==> src/rtl/vram_pkg.sv <==
// Shared definitions for the VRAM rectangle-fill engine.
//   - Screen geometry and the VRAM word-address base.
//   - FSM state encoding, kept as plain localparam constants.
//   - Latched fill-command record.
//   - Pixel (x, y) to 30-bit word-address helper.
package vram_pkg;

  localparam int          SCREEN_W  = 320;
  localparam int          SCREEN_H  = 240;
  localparam logic [13:0] VRAM_BASE = 14'h0001;

  localparam logic [2:0] IDLE   = 3'd0;
  localparam logic [2:0] SETUP  = 3'd1;
  localparam logic [2:0] RD     = 3'd2;
  localparam logic [2:0] RWAIT  = 3'd3;
  localparam logic [2:0] WR     = 3'd4;
  localparam logic [2:0] NEXT   = 3'd5;
  localparam logic [2:0] FINISH = 3'd6;

  typedef struct packed {
    logic [8:0] x0;
    logic [8:0] y0;
    logic [8:0] w;
    logic [8:0] h;
    logic [3:0] color;
  } fill_cmd_t;

  // Four 4-bit pixels share one word, so the word index is the pixel index / 4.
  function automatic logic [29:0] word_addr(input logic [8:0] x, input logic [8:0] y);
    logic [17:0] p;
    p = 18'(y) * 18'(SCREEN_W) + 18'(x);
    return {VRAM_BASE, p[17:2]};
  endfunction

endpackage

==> src/rtl/vram_fill_engine_if.sv <==
// RAM port-A master bus used by the fill engine.
//   req   : access request (master)
//   gnt   : grant; access happens in a cycle with req and gnt both high
//   addr  : 30-bit word address
//   wren  : 1 = write, 0 = read (valid while req is high)
//   wdata : write data
//   rdata : read data, valid exactly one cycle after a granted read
interface vram_fill_engine_if;
  logic        req;
  logic        gnt;
  logic [29:0] addr;
  logic        wren;
  logic [31:0] wdata;
  logic [31:0] rdata;

  modport master (output req, addr, wren, wdata, input gnt, rdata);
  modport slave  (input req, addr, wren, wdata, output gnt, rdata);
endinterface

==> src/rtl/vram_nibble_merge.sv <==
// Combinational nibble mask and merge for one VRAM word.
//   cx_lo     : nibble position of the first pixel to fill in this word
//   remaining : pixels left in the row from that position (xe - cx)
//   color     : fill colour
//   rdata     : current word contents (only [15:0] carry pixels)
//   mask      : nibbles of this word that the fill covers
//   merged    : rdata[15:0] with masked nibbles replaced, [31:16] zero
module vram_nibble_merge (
  input  logic [1:0]  cx_lo,
  input  logic [9:0]  remaining,
  input  logic [3:0]  color,
  input  logic [31:0] rdata,
  output logic [3:0]  mask,
  output logic [31:0] merged
);

  // The upper half of the word holds no pixels.
  logic unused_rdata_hi;
  assign unused_rdata_hi = ^rdata[31:16];

  always_comb begin
    // NOTE: defaults first so every path assigns every output; otherwise a latch is inferred.
    mask   = '0;
    merged = '0;
    for (int i = 0; i < 4; i++) begin
      if (i >= int'(cx_lo) && (i - int'(cx_lo)) < int'(remaining))
        mask[i] = 1'b1;
      merged[4*i +: 4] = mask[i] ? color : rdata[4*i +: 4];
    end
  end

endmodule

==> src/rtl/vram_fill_engine.sv <==
// Rectangle-fill write master for the 4-bpp VGA VRAM region.
//   clk, reset_n     : clock, asynchronous active-low reset
//   start            : command strobe, accepted only in IDLE
//   x0, y0, w, h     : rectangle origin and size (clipped to the screen)
//   color            : fill colour
//   busy             : command in progress
//   done             : one-cycle completion pulse
//   mem              : RAM port-A master (request/grant)
// Walks the rectangle row by row one word at a time. Words covered fully
// are written directly; partial words are read, merged and written back.
module vram_fill_engine
  import vram_pkg::*;
(
  input  logic       clk,
  input  logic       reset_n,
  input  logic       start,
  input  logic [8:0] x0,
  input  logic [8:0] y0,
  input  logic [8:0] w,
  input  logic [8:0] h,
  input  logic [3:0] color,
  output logic       busy,
  output logic       done,
  vram_fill_engine_if.master mem
);

  logic [2:0]  state;
  fill_cmd_t   cmd;
  logic [8:0]  cx, cy;
  logic        req_q, wren_q;
  logic [29:0] addr_q;
  logic [31:0] wdata_q;

  logic [9:0]  xe_raw, ye_raw, xe, ye;
  logic        empty_cmd;
  logic [8:0]  step_cx, walk_cx, walk_cy, sel_cx, sel_cy;
  logic        row_end, last_row;
  logic [9:0]  remaining;
  logic [3:0]  mask;
  logic [31:0] merged;
  logic        full_word;

  // Clip the rectangle to the screen and derive the walk position.
  // In NEXT the mask/address are evaluated for the upcoming word so the
  // next access can be issued without an extra cycle.
  always_comb begin
    xe_raw    = {1'b0, cmd.x0} + {1'b0, cmd.w};
    ye_raw    = {1'b0, cmd.y0} + {1'b0, cmd.h};
    xe        = (xe_raw > 10'(SCREEN_W)) ? 10'(SCREEN_W) : xe_raw;
    ye        = (ye_raw > 10'(SCREEN_H)) ? 10'(SCREEN_H) : ye_raw;
    empty_cmd = (xe <= {1'b0, cmd.x0}) || (ye <= {1'b0, cmd.y0});

    step_cx   = {cx[8:2] + 7'd1, 2'b00};
    row_end   = {1'b0, step_cx} >= xe;
    walk_cx   = row_end ? cmd.x0 : step_cx;
    walk_cy   = row_end ? cy + 9'd1 : cy;
    last_row  = {1'b0, walk_cy} >= ye;

    sel_cx    = (state == NEXT) ? walk_cx : cx;
    sel_cy    = (state == NEXT) ? walk_cy : cy;
    remaining = xe - {1'b0, sel_cx};
    full_word = (mask == 4'hF);
  end

  vram_nibble_merge u_merge (
    .cx_lo     (sel_cx[1:0]),
    .remaining (remaining),
    .color     (cmd.color),
    .rdata     (mem.rdata),
    .mask      (mask),
    .merged    (merged)
  );

  always_ff @(posedge clk or negedge reset_n) begin
    if (!reset_n) begin
      state   <= IDLE;
      cmd     <= '0;
      cx      <= '0;
      cy      <= '0;
      req_q   <= 1'b0;
      wren_q  <= 1'b0;
      addr_q  <= '0;
      wdata_q <= '0;
    end else begin
      // NOTE: non-blocking assignments so every register samples pre-edge values.
      case (state)
        IDLE: begin
          if (start) begin
            cmd.x0    <= x0;
            cmd.y0    <= y0;
            cmd.w     <= w;
            cmd.h     <= h;
            cmd.color <= color;
            cx        <= x0;
            cy        <= y0;
            state     <= SETUP;
          end
        end

        SETUP, NEXT: begin
          if ((state == SETUP) ? empty_cmd : last_row) begin
            state <= FINISH;
          end else begin
            cx     <= sel_cx;
            cy     <= sel_cy;
            addr_q <= word_addr(sel_cx, sel_cy);
            req_q  <= 1'b1;
            wren_q <= full_word;
            // A full mask replaces every pixel nibble, so rdata is irrelevant here.
            if (full_word) wdata_q <= merged;
            state  <= full_word ? WR : RD;
          end
        end

        RD: begin
          if (mem.gnt) begin
            req_q <= 1'b0;
            state <= RWAIT;
          end
        end

        RWAIT: begin
          wdata_q <= merged;
          wren_q  <= 1'b1;
          req_q   <= 1'b1;
          state   <= WR;
        end

        WR: begin
          if (mem.gnt) begin
            req_q  <= 1'b0;
            wren_q <= 1'b0;
            state  <= NEXT;
          end
        end

        FINISH:  state <= IDLE;
        default: state <= IDLE;
      endcase
    end
  end

  assign busy      = (state != IDLE) && (state != FINISH);
  assign done      = (state == FINISH);
  assign mem.req   = req_q;
  assign mem.wren  = wren_q;
  assign mem.addr  = addr_q;
  assign mem.wdata = wdata_q;

endmodule
==> src/flat_wrapper.sv <==
// flat-port wrapper written by rule: the top's interface ports become plain ports
module vram_fill_engine_flat import vram_pkg::*;
  (clk, reset_n, start, x0, y0, w, h, color, busy, done, mem_req, mem_addr, mem_wren, mem_wdata, mem_gnt, mem_rdata);
  vram_fill_engine_if mem_i ();
  input  logic clk;
  input  logic reset_n;
  input  logic start;
  input  logic [8:0] x0;
  input  logic [8:0] y0;
  input  logic [8:0] w;
  input  logic [8:0] h;
  input  logic [3:0] color;
  output logic busy;
  output logic done;
  output wire logic [$bits(mem_i.req)-1:0] mem_req;
  output wire logic [$bits(mem_i.addr)-1:0] mem_addr;
  output wire logic [$bits(mem_i.wren)-1:0] mem_wren;
  output wire logic [$bits(mem_i.wdata)-1:0] mem_wdata;
  input wire logic [$bits(mem_i.gnt)-1:0] mem_gnt;
  input wire logic [$bits(mem_i.rdata)-1:0] mem_rdata;
  assign mem_req = mem_i.req;
  assign mem_addr = mem_i.addr;
  assign mem_wren = mem_i.wren;
  assign mem_wdata = mem_i.wdata;
  assign mem_i.gnt = mem_gnt;
  assign mem_i.rdata = mem_rdata;
  vram_fill_engine u_core (.clk(clk), .reset_n(reset_n), .start(start), .x0(x0), .y0(y0), .w(w), .h(h), .color(color), .busy(busy), .done(done), .mem(mem_i));
endmodule
==> config.mk <==
export PLATFORM = sky130hd
export DESIGN_NAME = vram_fill_engine_flat
export DESIGN_NICKNAME = d
export VERILOG_FILES = /design/src/rtl/vram_pkg.sv /design/src/rtl/vram_fill_engine_if.sv /design/src/rtl/vram_nibble_merge.sv /design/src/rtl/vram_fill_engine.sv /design/src/flat_wrapper.sv
export SDC_FILE = /design/constraint.sdc
export NUM_CORES = 1
export LEC_CHECK = 0
export ABC_AREA = 1
export BUFFER_PORTS_ARGS = -buffer_cell sky130_fd_sc_hd__buf_2
export CORE_MARGIN = 1
export CORE_UTILIZATION = 62
export CTS_CLUSTER_SIZE = 24
export DETAILED_ROUTE_END_ITERATION = 10
export PLACE_DENSITY_LB_ADDON = 0.12
export RECOVER_POWER = 25
export SYNTH_ARGS = -nofsm -noshare
export SYNTH_HDL_FRONTEND = slang
export SYNTH_SLANG_ARGS = --single-unit
export TNS_END_PERCENT = 20
==> constraint.sdc <==
create_clock -name clk -period 12.35 [get_ports clk]
set_clock_uncertainty 0.2 [all_clocks]
set_input_delay 1.235 -clock clk [delete_from_list [all_inputs] [get_ports clk]]
set_output_delay 1.235 -clock clk [all_outputs]
set_load 0.005 [all_outputs]
Yosys cells after proc, flatten, opt, wreduce, memory -nomap -nowiden
Index checks and enable logic that the tools add are counted.

cells by class
  div/mod/pow operators = 0
  equal/unequal tests = 14
  $lt $le $gt $ge = 13
  reductions and logical operators = 20
  bitwise gates (word level) = 1
  multiply operators = 1
  shift operators = 0
  mux-type cells = 35
  $add $sub $neg = 10

operators with widths
  kind                                                            number
  two-way mux 9 bit                                               8
  two-way mux 32 bit                                              2
  case mux 32 bit (2 select lines)                                1
  less-than comparator 3 x 11 -> 1 bit                            4
  case mux 9 bit (2 select lines)                                 2
  adder 9 x 9 -> 10 bit                                           2
  >= comparator 9 x 10 -> 1 bit                                   2
  less-or-equal comparator 10 x 9 -> 1 bit                        2
  two-way mux 10 bit                                              2
  adder 18 x 9 -> 18 bit                                          1
  two-way mux 4 bit                                               4
  two-way mux 3 bit                                               5
  case mux 3 bit (5 select lines)                                 1
  AND reduction 3 bit                                             5
  multiplier 9 x 3 -> 12 bit, second input constant               1
  greater-than comparator 10 x 8 -> 1 bit, second input constant  1
  greater-than comparator 10 x 9 -> 1 bit, second input constant  1
  subtractor 10 x 9 -> 10 bit                                     1
  adder 9 x 1 -> 9 bit, second input constant                     1
  == test 3 bit, second input constant                            3
  nonzero test 3 bit                                              3
  two-way mux 1 bit                                               8
  inequality test 2 bit, second input constant                    4
  adder 7 x 1 -> 7 bit, second input constant                     1
  other kinds (17)                                                29

storage, ports and cells
  word-level logic and storage cells = 106
  input port bits = 76
  memory bits (read-only) = 0
  bits in writable memories = 0
  memories = 0
  bits in registers = 112
  output and inout port bits = 66
  latch bits = 0

Depth between registers and ports, before layout
Gate-level depths: netlist of the first run.

  depth in word-level cells = 14
  mapped depth = 50
  depth with buffers taken out = 47

Cells and area by module
Synthesis of the first run repeated with hierarchy kept, for this count alone.

second synthesis, totals
  cell total of the unflattened synthesis = 1268
  area, all modules = 9275.1 µm²

modules (own cells, without submodules)
  module             area an instance (µm²)  cells each  times used  seq. area each (µm²)
  vram_fill_engine   8405.6                  1127        1           2802.7
  vram_nibble_merge  869.6                   141         1           0.0

Worst setup path after synthesis of the first run
Ideal clock, no wire load.

  path kind = reg2reg
  start = register u_core.cmd[31] (netlist name)
  end = register u_core.wdata_q[10] (netlist: u_core.mem.wdata[10])
  required time = 12.033 ns
  data arrival time = 6.607 ns
  clock period less this slack = 6.924 ns
  cell stages (with the launch flop) = 43
  setup time = 0.117 ns
  buffers on the path = 2
  slack = 5.426 ns
  cell sequence = dfrtp_1 > ha_1 > fa_1 > or2_2 > nor2_1 > nand3_1 > nor2_1 > nand3_1 > nand2_4 > inv_1 > nor2_1 > inv_1 > ha_1 > a21oi_1 > o21ai_0 > nand3_1 > nand2_1 > a21oi_1 > (+7 left out) > inv_1 > nand3_1 > nand2_2 > inv_1 > ha_1 > nand4_1 > o221ai_1 > a31oi_1 > ha_1 > buf_1 > nand2_1 > nor2_2 > nand2_2 > nand2_4 > nand2_8 > buf_8 > nand2_1 > nand2_1

between the ends
  cells in the longest elaborated chain, start to end = 14
  elaborated cells on any way between the ends = 38
  those cells by class = add/sub (6); order compare (11); eq/ne (3); mux (13); reduce/logical (5)

ends and longest elaborated chain
  what                                                                             RTL line                                         source
  start: declaration                                                               vram_fill_engine.sv:28                           fill_cmd_t cmd;
  adder 9 x 9 -> 10 bit                                                            vram_fill_engine.sv:47                           xe_raw = {1'b0, cmd.x0} + {1'b0, cmd.w};
  greater-than comparator 10 x 9 -> 1 bit                                          vram_fill_engine.sv:49                           xe = (xe_raw > 10'(SCREEN_W)) ? 10'(SCREEN_W) : xe_raw;
  two-way mux 10 bit                                                               vram_fill_engine.sv:49
  >= comparator 9 x 10 -> 1 bit                                                    vram_fill_engine.sv:54                           row_end = {1'b0, step_cx} >= xe;
  two-way mux 9 bit                                                                vram_fill_engine.sv:55                           walk_cx = row_end ? cmd.x0 : step_cx;
  two-way mux 9 bit                                                                vram_fill_engine.sv:59                           sel_cx = (state == NEXT) ? walk_cx : cx;
  subtractor 10 x 9 -> 10 bit / subtractor 2 x 2 -> 3 bit (equally long branches)  vram_fill_engine.sv:61, vram_nibble_merge.sv:26
  less-than comparator 3 x 11 -> 1 bit                                             vram_nibble_merge.sv:26                          if (i >= int'(cx_lo) && (i - int'(cx_lo)) < int'(remaining))
  logical AND 1 bit                                                                vram_nibble_merge.sv:26
  two-way mux 1 bit                                                                vram_nibble_merge.sv:26
  two-way mux 4 bit                                                                vram_nibble_merge.sv:28                          merged[4*i +: 4] = mask[i] ? color : rdata[4*i +: 4];
  two-way mux 32 bit                                                               vram_fill_engine.sv:110                          if (full_word) wdata_q <= merged;
  two-way mux 32 bit                                                               vram_fill_engine.sv:101                          if ((state == SETUP) ? empty_cmd : last_row) begin
  case mux 32 bit (2 select lines)                                                 vram_fill_engine.sv:86                           case (state)
  end signal: assignment                                                           vram_fill_engine.sv:110
  end signal: assignment                                                           vram_fill_engine.sv:123                          wdata_q <= merged;
  end: declaration                                                                 vram_fill_engine.sv:32                           logic [31:0] wdata_q;

Parallel ways exist; a longest one is shown, timed or not. The select of a mux whose other input is x is not followed.
A chain may end at the register's enable or synchronous reset.

Worst setup path after layout of the first run
  start = register u_core.cmd[13] (netlist name)
  end = register u_core.wdata_q[8] (netlist: u_core.mem.wdata[8])

between the ends
  cells in the longest elaborated chain, start to end = 14
  elaborated cells on any way between the ends = 38
  those cells by class = add/sub (6); order compare (11); eq/ne (3); mux (13); reduce/logical (5)

ends and longest elaborated chain
  what                                                                             RTL line
  adder 9 x 9 -> 10 bit (*)                                                        vram_fill_engine.sv:47
  greater-than comparator 10 x 9 -> 1 bit                                          vram_fill_engine.sv:49
  two-way mux 10 bit (*)                                                           vram_fill_engine.sv:49
  >= comparator 9 x 10 -> 1 bit                                                    vram_fill_engine.sv:54
  two-way mux 9 bit                                                                vram_fill_engine.sv:55
  two-way mux 9 bit                                                                vram_fill_engine.sv:59
  subtractor 10 x 9 -> 10 bit / subtractor 2 x 2 -> 3 bit (equally long branches)  vram_fill_engine.sv:61, vram_nibble_merge.sv:26
  less-than comparator 3 x 11 -> 1 bit                                             vram_nibble_merge.sv:26
  logical AND 1 bit                                                                vram_nibble_merge.sv:26
  two-way mux 1 bit                                                                vram_nibble_merge.sv:26
  two-way mux 4 bit                                                                vram_nibble_merge.sv:28
  two-way mux 32 bit                                                               vram_fill_engine.sv:110
  two-way mux 32 bit                                                               vram_fill_engine.sv:101
  case mux 32 bit (2 select lines)                                                 vram_fill_engine.sv:86

Mark *: on every way between the ends. The rest lies on a longest branch, timed or not. The select of a mux whose other input is x is not followed.

==> summary.md, run 1 <==
| Metric | Value |
|---|---|
| Max-slew violations | `101` |
| Fin crit period | `7.752 ns` |
| Rows | `41` |
| Routed WL | `17,690 um` |
| Sequential fraction of the synthesis area | `29.33%` |
| Cells after synthesis | `1,125` |
| Pin count of the biggest net entering global routing | `64` |
| TritonCTS clock tree | `yes` |
| Count leader, synth | `nand2_1` |
| FF-to-FF End | `u_core.mem.wdata[8]` |
| Reg2Reg Depth | `43` |
| Least-Margin Pin Slew | `2.629 ns` |
| Ys async rst share | `100.0%` |
| Die ar. | `13,680 um^2` |
| Setup CP Type | `flip-flop to flip-flop` |
| Max H-tree Level | `3` |
| Yosys warnings | `0` |
| CP Max Fanout | `18` |
| Final Core Density | `70.46%` |
| Synth-to-Final Area Change | `9.867%` |
| CTS sink cnt | `96` |
| Status | `finished, violations left` |
| Post-synth EDFFs | `0` |
| Seq cells post-synth | `96` |
| Worst path required time | `12.40 ns` |
| Final nets | `1,390` |
| Root buffer cell | `clkbuf_16` |
| # DRC | `0` |
| Syn_area_per_cell | `7.281 um^2` |
| GR Overflow Total | `0` |
| Post-Syn Area | `8192 um^2` |
| Number of cells on the critical path | `43` |
| Commonest cells in the synthesized netlist | `nand2_1 (276), inv_1 (167), dfrtp_1 (96), ha_1 (96), o21ai_0 (88)` |
| DRT antenna net count | `0` |
| R2R Setup Slk | `4.60 ns` |
| Initial antenna violation count | `0` |
| Vias in the first global route | `6,545` |
| Final worst slack | `4.598 ns` |
| WL/cell | `12.73 um` |
| Yosys cell types | `47` |
| Failing checks | `max-capacitance violations, max-slew violations` |
| Worst path buffer plus inverter count | `3` |
| Reg2reg start | `u_core.cmd[13]` |
| Hpwl dp | `13,520 um` |
| Post-cts gate resize count | `0` |
| Synth area leader | `dfrtp_1` |
| Top Ports | `142` |
| Total CTS buffers | `9` |
| Max_cap viols | `2` |
| Synth Flop Type | `dfrtp_1` |
| Routability cong. | `0.8562` |
| Crit. End Element | `flip-flop` |
| Unrepaired setup endpoints after global routing | `no` |
| GRT Util Overall | `27.83%` |
| Setup TNS | `0 ns` |
| CP top delay family | `simple AND/OR/NAND/NOR gates` |
| DP Worst Slack | `4.666 ns` |
| Number of buffers added for setup after CTS | `0` |
| Fraction of layout cells with a size suffix above 1 | `13.38%` |
| Worst path slowest cell | `ha_1` |
| CTS Hold Buffers Added | `0` |
| Relative slew slack | `-75.28%` |
| Global-route wire length before repair | `29,590 um` |
| Worst Setup SP | `u_core.cmd[13]` |
| Die H | `116.9 um` |
| DIE WIDTH | `116.9 um` |
| Synth top area share | `29.33%` |
| Drt first pass iters | `5` |
| Final hold vios | `0` |
| Setup-failing EPs final | `0` |
| Most used cell, CP | `nand2_1` |
| Startpoint Class | `flip-flop` |
| Top area cells in the synthesized netlist | `dfrtp_1 (29%), ha_1 (15%), nand2_1 (13%)` |
| Crit path DAT | `7.80 ns` |
| Clock buffer depth | `2` |
| Core ar. | `12,770 um^2` |
| # diodes | `0` |
| Initial Util | `64.13%` |
| Worst-Skew Late Latency | `0.35 ns` |
| Via count | `7,158` |
| Clock transition at path regs | `0.06 ns` |
| Critical Path End | `u_core.mem.wdata[8]` |
| Slowest stage delay, CP | `0.44 ns` |
| Drt initial violations | `400` |
| Crit share post-route | `62.77%` |
| Vias per inst | `5.150` |
| Port Buffers | `96` |
| Hold WC Path Type | `flip-flop to flip-flop` |
| FMAX | `0.1290 GHz` |
[cells by family (layout without fill, tap and decap cells)]
family | Yosys count | after routing | share of synthesized area, %
compound gates | 185 | 185 | 12.34
xor+xnor | 29 | 29 | 3.101
fa+ha+maj | 101 | 101 | 15.89
buf+inv | 221 | 285 | 11.73
flops | 96 | 96 | 29.33
mux | 19 | 19 | 2.581
other cells | 2 | 31 | 0.09168
simple gates | 472 | 472 | 24.94
[area by class of cell]
class,count,area [um^2]
clock buffers,14,264.0
clock inverters,2,37.54
fillers,1135,3774
inverters,168,631.9
multi-input cells,837,4937
flip-flops and latches,96,2402
well taps,172,215.2
repair buffers,101,511.7
[registers in the layout, indices dropped and copies added (netlist names)]
signal / flops
u_core.mem.req: 1
u_core.mem.wdata: 16
u_core.cy: 9
u_core.cmd: 40
u_core.state: 3
u_core.mem.addr: 17
u_core.cx: 9
u_core.mem.wren: 1
[worst min-delay path, delay by kind of cell (launching register included)]
| kind | cells | cell delay, ns |
|---|---|---|
| DFF | 1 | 0.34 |
| and+or+nand+nor | 2 | 0.09 |
[stage by stage]
step,area [um^2],cells,hold WS (ns)
3_5_place_dp,8710,1374,0.2532
6_report,9000,1390,0.2660
3_3_place_gp,8710,1374,0.2478
2_1_floorplan,8300,1154,0.2422
5_1_grt,9000,1390,0.2782
4_1_cts,9011,1390,0.2689
[cell usage in the layout (no fill, tap or decap), types with 3 or more instances in the layout]
| cell type | synthesis | layout |
|---|---|---|
| or2_2 | 5 | 5 |
| nand3b_1 | 3 | 3 |
| ha_1 | 96 | 96 |
| nand2_4 | 6 | 6 |
| nand2_1 | 276 | 276 |
| nand2_2 | 11 | 11 |
| clkbuf_1 | 16 | 6 |
| xnor2_1 | 5 | 5 |
| xor2_1 | 24 | 24 |
| conb_1 | 2 | 31 |
| buf_2 | 2 | 94 |
| a31oi_1 | 3 | 3 |
| nand4_1 | 7 | 7 |
| dfrtp_1 | 96 | 96 |
| clkbuf_16 | 0 | 9 |
| fa_1 | 5 | 5 |
| o211ai_1 | 5 | 5 |
| inv_1 | 167 | 167 |
| nor3_1 | 11 | 11 |
| nor2_1 | 79 | 79 |
| nor2_4 | 3 | 3 |
| buf_4 | 31 | 4 |
| mux2_2 | 17 | 17 |
| a21o_1 | 4 | 4 |
| o21ai_0 | 88 | 88 |
| o31ai_1 | 3 | 3 |
| a21oi_1 | 63 | 63 |
| nand3_1 | 61 | 61 |
| o21a_1 | 5 | 5 |
| nor2_2 | 4 | 4 |
| a211oi_1 | 4 | 4 |
[worst min path at each step]
stage          depth (start not counted)                start  slack (ns)                   to
2_1_floorplan                          2         u_core.cx[0]        0.24         u_core.cx[0]
3_5_place_dp                           2       u_core.mem.req        0.25       u_core.mem.req
4_1_cts                                2       u_core.mem.req        0.27       u_core.mem.req
6_report                               2       u_core.mem.req        0.27       u_core.mem.req
5_1_grt                                1  u_core.mem.addr[16]        0.28  u_core.mem.addr[16]
3_3_place_gp                           2  u_core.mem.wdata[1]        0.25  u_core.mem.wdata[1]
[routing by layer]
layer / GRT usage (%) / vias to the layer above / part of all wire, %
li1: - / 3752 / -
met1: 34.28 / 3212 / 45
met2: 49.47 / 164 / 48
met3: 5.510 / 30 / 4.2
met4: 7.848 / 0 / 2.2
met5: 0 / - / 0
Power of run 1 is not shown: default switching activity piles up to over one toggle a cycle in this logic, so the estimate is an artifact.
==> run 2, diff against run 1 <==
CORE_UTILIZATION = 52   (was 62)
clock period = 6.6 ns   (was 12.35 ns; I/O delays follow)
==> run 2 against run 1 <==
  * Highest routed layer unchanged
  * Flip-flop and latch count is the same
  * Critical path type unchanged
  * Largest cell class unchanged
  * Die area grew 19%
  * Setup slack lost 4.5 ns
  * Utilization shrank 5.9 points
  * Count of clock-buffer cells in the layout shrank 2
  * Final cell count grew 6.8%
  * Via count grew 4.9%
  * First-iteration DRC count grew 26%
  * The flow still finishes with violations (max-capacitance violations, max-slew violations)
  * Global-route usage shrank 3.9 points
  * Maximum frequency grew 20%
  * Non-clock buffer count grew 54
==> summary.md, run 2 (synthesized netlist as in run 1, its figures left out) <==
| Metric | Value |
|---|---|
| Status | `finished, violations left (unchanged)` |
| Failing checks | `max-capacitance violations, max-slew violations (unchanged)` |
| Hold slack | `0.2674 ns (was 0.2660 ns)` |
| Worst path buffer plus inverter count | `5 (was 3)` |
| Reg2reg start | `u_core.cmd[31] (was u_core.cmd[13])` |
| GRT busiest layer | `met2 (unchanged)` |
| Hold Path Sink | `u_core.mem.addr[16] (was u_core.mem.req)` |
| Commonest non-fill, non-tap cells in the layout | `nand2_1 (260), inv_1 (160), dfrtp_1 (96) (was nand2_1 (276), inv_1 (167), ha_1 (96), dfrtp_1 (96), buf_2 (94))` |
| Setup-failing EPs final | `0 (unchanged)` |
| Fin crit period | `6.470 ns (was 7.752 ns)` |
| # DRC | `0 (unchanged)` |
| Vias in the first global route | `6,553 (was 6,545)` |
| Relative slew slack | `-29.19% (was -75.28%)` |
| Met3 Track Usage GR | `2.638% (was 5.510%)` |
| Initial antenna violation count | `0 (unchanged)` |
| Clock buffer depth | `2 (unchanged)` |
| Max_cap viols | `1 (was 2)` |
| GR Overflow Total | `0 (unchanged)` |
| Fillers | `1,430 (was 1,135)` |
| Dpl cell area | `9109 um^2 (was 8710 um^2)` |
| CTS sink cnt | `96 (unchanged)` |
| Hpwl dp | `14,770 um (was 13,520 um)` |
| Via count | `7,511 (was 7,158)` |
| Setup CP Type | `flip-flop to flip-flop (unchanged)` |
| Synth-to-Final Area Change | `20.70% (was 9.867%)` |
| Reg with most FFs | `u_core.cmd (unchanged)` |
| Routed WL | `19,670 um (was 17,690 um)` |
| Worst-Skew Late Latency | `0.35 ns (about the same)` |
| Hold WC Path Type | `flip-flop to flip-flop (unchanged)` |
| Max FFs per register | `40 (unchanged)` |
| Crit. End Element | `flip-flop (unchanged)` |
| TritonCTS clock tree | `yes (unchanged)` |
| Die ar. | `16,260 um^2 (was 13,680 um^2)` |
| Global-route wire length before repair | `31,190 um (was 29,590 um)` |
| Port Buffers | `96 (unchanged)` |
| Max-slew violations | `35 (was 101)` |
| Crit path DAT | `6.56 ns (was 7.80 ns)` |
| DIE WIDTH | `127.5 um (was 116.9 um)` |
| Top Ports | `142 (unchanged)` |
| Final hold vios | `0 (unchanged)` |
| Most used cell, CP | `nand2_1 (unchanged)` |
| Unrepaired setup endpoints after global routing | `yes (was no)` |
| Final worst slack | `0.1298 ns (was 4.598 ns)` |
| Reg2Reg Depth | `43 (unchanged)` |
| Min-delay src | `u_core.mem.addr[16] (was u_core.mem.req)` |
| DRT antenna net count | `0 (unchanged)` |
| Worst path slowest cell | `fa_2 (was ha_1)` |
| WL/cell | `13.24 um (was 12.73 um)` |
| Clock transition at path regs | `0.07 ns (was 0.06 ns)` |
| Worst path required time | `6.69 ns (was 12.40 ns)` |
| Most common cell after layout, fill and taps aside | `nand2_1 (unchanged)` |
| CP Max Fanout | `8 (was 18)` |
| CP top delay family | `simple AND/OR/NAND/NOR gates (unchanged)` |
| Initial Util | `53.49% (was 64.13%)` |
| FF-to-FF End | `u_core.mem.wdata[15] (was u_core.mem.wdata[8])` |
| Crit share post-route | `98.03% (was 62.77%)` |
| Fraction of layout cells with a size suffix above 1 | `22.68% (was 13.38%)` |
| R2R Setup Slk | `0.13 ns (was 4.60 ns)` |
| Core ar. | `15,310 um^2 (was 12,770 um^2)` |
| CTS Hold Buffers Added | `0 (unchanged)` |
| Vias per inst | `5.058 (was 5.150)` |
| Final std cells w/o fill | `1,485 (was 1,390)` |
| Root buffer cell | `clkbuf_16 (unchanged)` |
| FMAX | `0.1546 GHz (was 0.1290 GHz)` |
| Met2 Use GR | `37.77% (was 49.47%)` |
| Least-Margin Pin Slew | `1.938 ns (was 2.629 ns)` |
| DP Worst Slack | `-0.08405 ns (was 4.666 ns)` |
| Total CTS buffers | `9 (unchanged)` |
| Drt first pass iters | `5 (unchanged)` |
| Rows | `45 (was 41)` |
| Routability cong. | `0.8722 (was 0.8562)` |
| Drt initial violations | `503 (was 400)` |
| Startpoint Class | `flip-flop (unchanged)` |
| Slowest stage delay, CP | `0.41 ns (was 0.44 ns)` |
| Pin count of the biggest net entering global routing | `64 (unchanged)` |
| Die H | `127.5 um (was 116.9 um)` |
| M1 GR Usage | `34.96% (was 34.28%)` |
| GRT Util Overall | `23.96% (was 27.83%)` |
| Placed Cells | `1,454 (was 1,374)` |
| Design area | `9887 um^2 (was 9000 um^2)` |
| WHS Path Cells | `1 (was 2)` |
| Final nets | `1,446 (was 1,390)` |
| Max H-tree Level | `3 (unchanged)` |
| # diodes | `0 (unchanged)` |
-- run 2: cell count changes in the layout (fill, tap and decap cells not counted), moves of 7 or more --
cell / change
a21oi_1: -10
a21oi_2: +8
buf_4: +49
ha_1: -7
inv_1: -7
nand2_1: -16
nand2_2: +14
nand3_1: -10
nand3_2: +10
nor2_1: -7
o21ai_0: -10
-- run 2: per-stage QoR --
step | utilization (%) | TNS [ns]
finish | 64.56 | 0
detailed placement | 59.48 | -1.072
global placement | 59.48 | 0
global route | 64.56 | -6.298
CTS | 61.59 | 0
floorplan | - | 0
-- run 2: layout make-up --
class                           instances  area (um^2)  share of cell area, %
Multi-Input combinational cell        839         5309                  53.70
Clock buffer                           12        256.5                  2.594
Inverter                              168        638.1                  6.454
Timing Repair Buffer                  155        964.7                  9.757
Tap cell                              211        264.0                  2.670
Sequential cell                        96         2402                  24.30
Clock inverter                          4        52.55                 0.5315
-- run 2: worst reg2reg max path: cells and delay by family, from the launching register on --
kind	cells	cell delay [ns]
AOI/OAI and AO/OA	10	1.33
xor gates and xnor gates	1	0.23
adders and majority gates	6	1.74
buffers and inverters	5	0.57
DFF	1	0.39
and+or+nand+nor	21	1.95
-- run 2: repair_timing --
item	CTS	global route
hold endpoints to repair	0	0
setup buffers	1	11
resized for setup	2	93
pin swaps	2	51
endpoints found under the setup margin	18	49
gates cloned	0	3
-- run 2: how the worst max path moves through the flow --
stage / startpoint / endpoint / slack (ns) / cells past startpoint
2_1_floorplan: u_core.cmd[31] / u_core.mem.wdata[6] / 0.03 / 43
3_3_place_gp: u_core.cmd[13] / u_core.mem.wdata[7] / 0.02 / 41
3_5_place_dp: u_core.cmd[13] / u_core.mem.wdata[7] / -0.08 / 41
4_1_cts: u_core.cmd[13] / u_core.mem.wdata[7] / 0.003 / 40
5_1_grt: u_core.cmd[31] / u_core.mem.wdata[13] / -0.36 / 47
6_report: u_core.cmd[31] / u_core.mem.wdata[15] / 0.13 / 43
-- run 2: metal layers --
layer / vias up / part of all wire, %
met2: 163 / 45
met3: 21 / 3.7
met1: 3471 / 50
met4: 0 / 1.3
met5: - / 0
li1: 3856 / -
Power of run 2 is left out for the same reason.
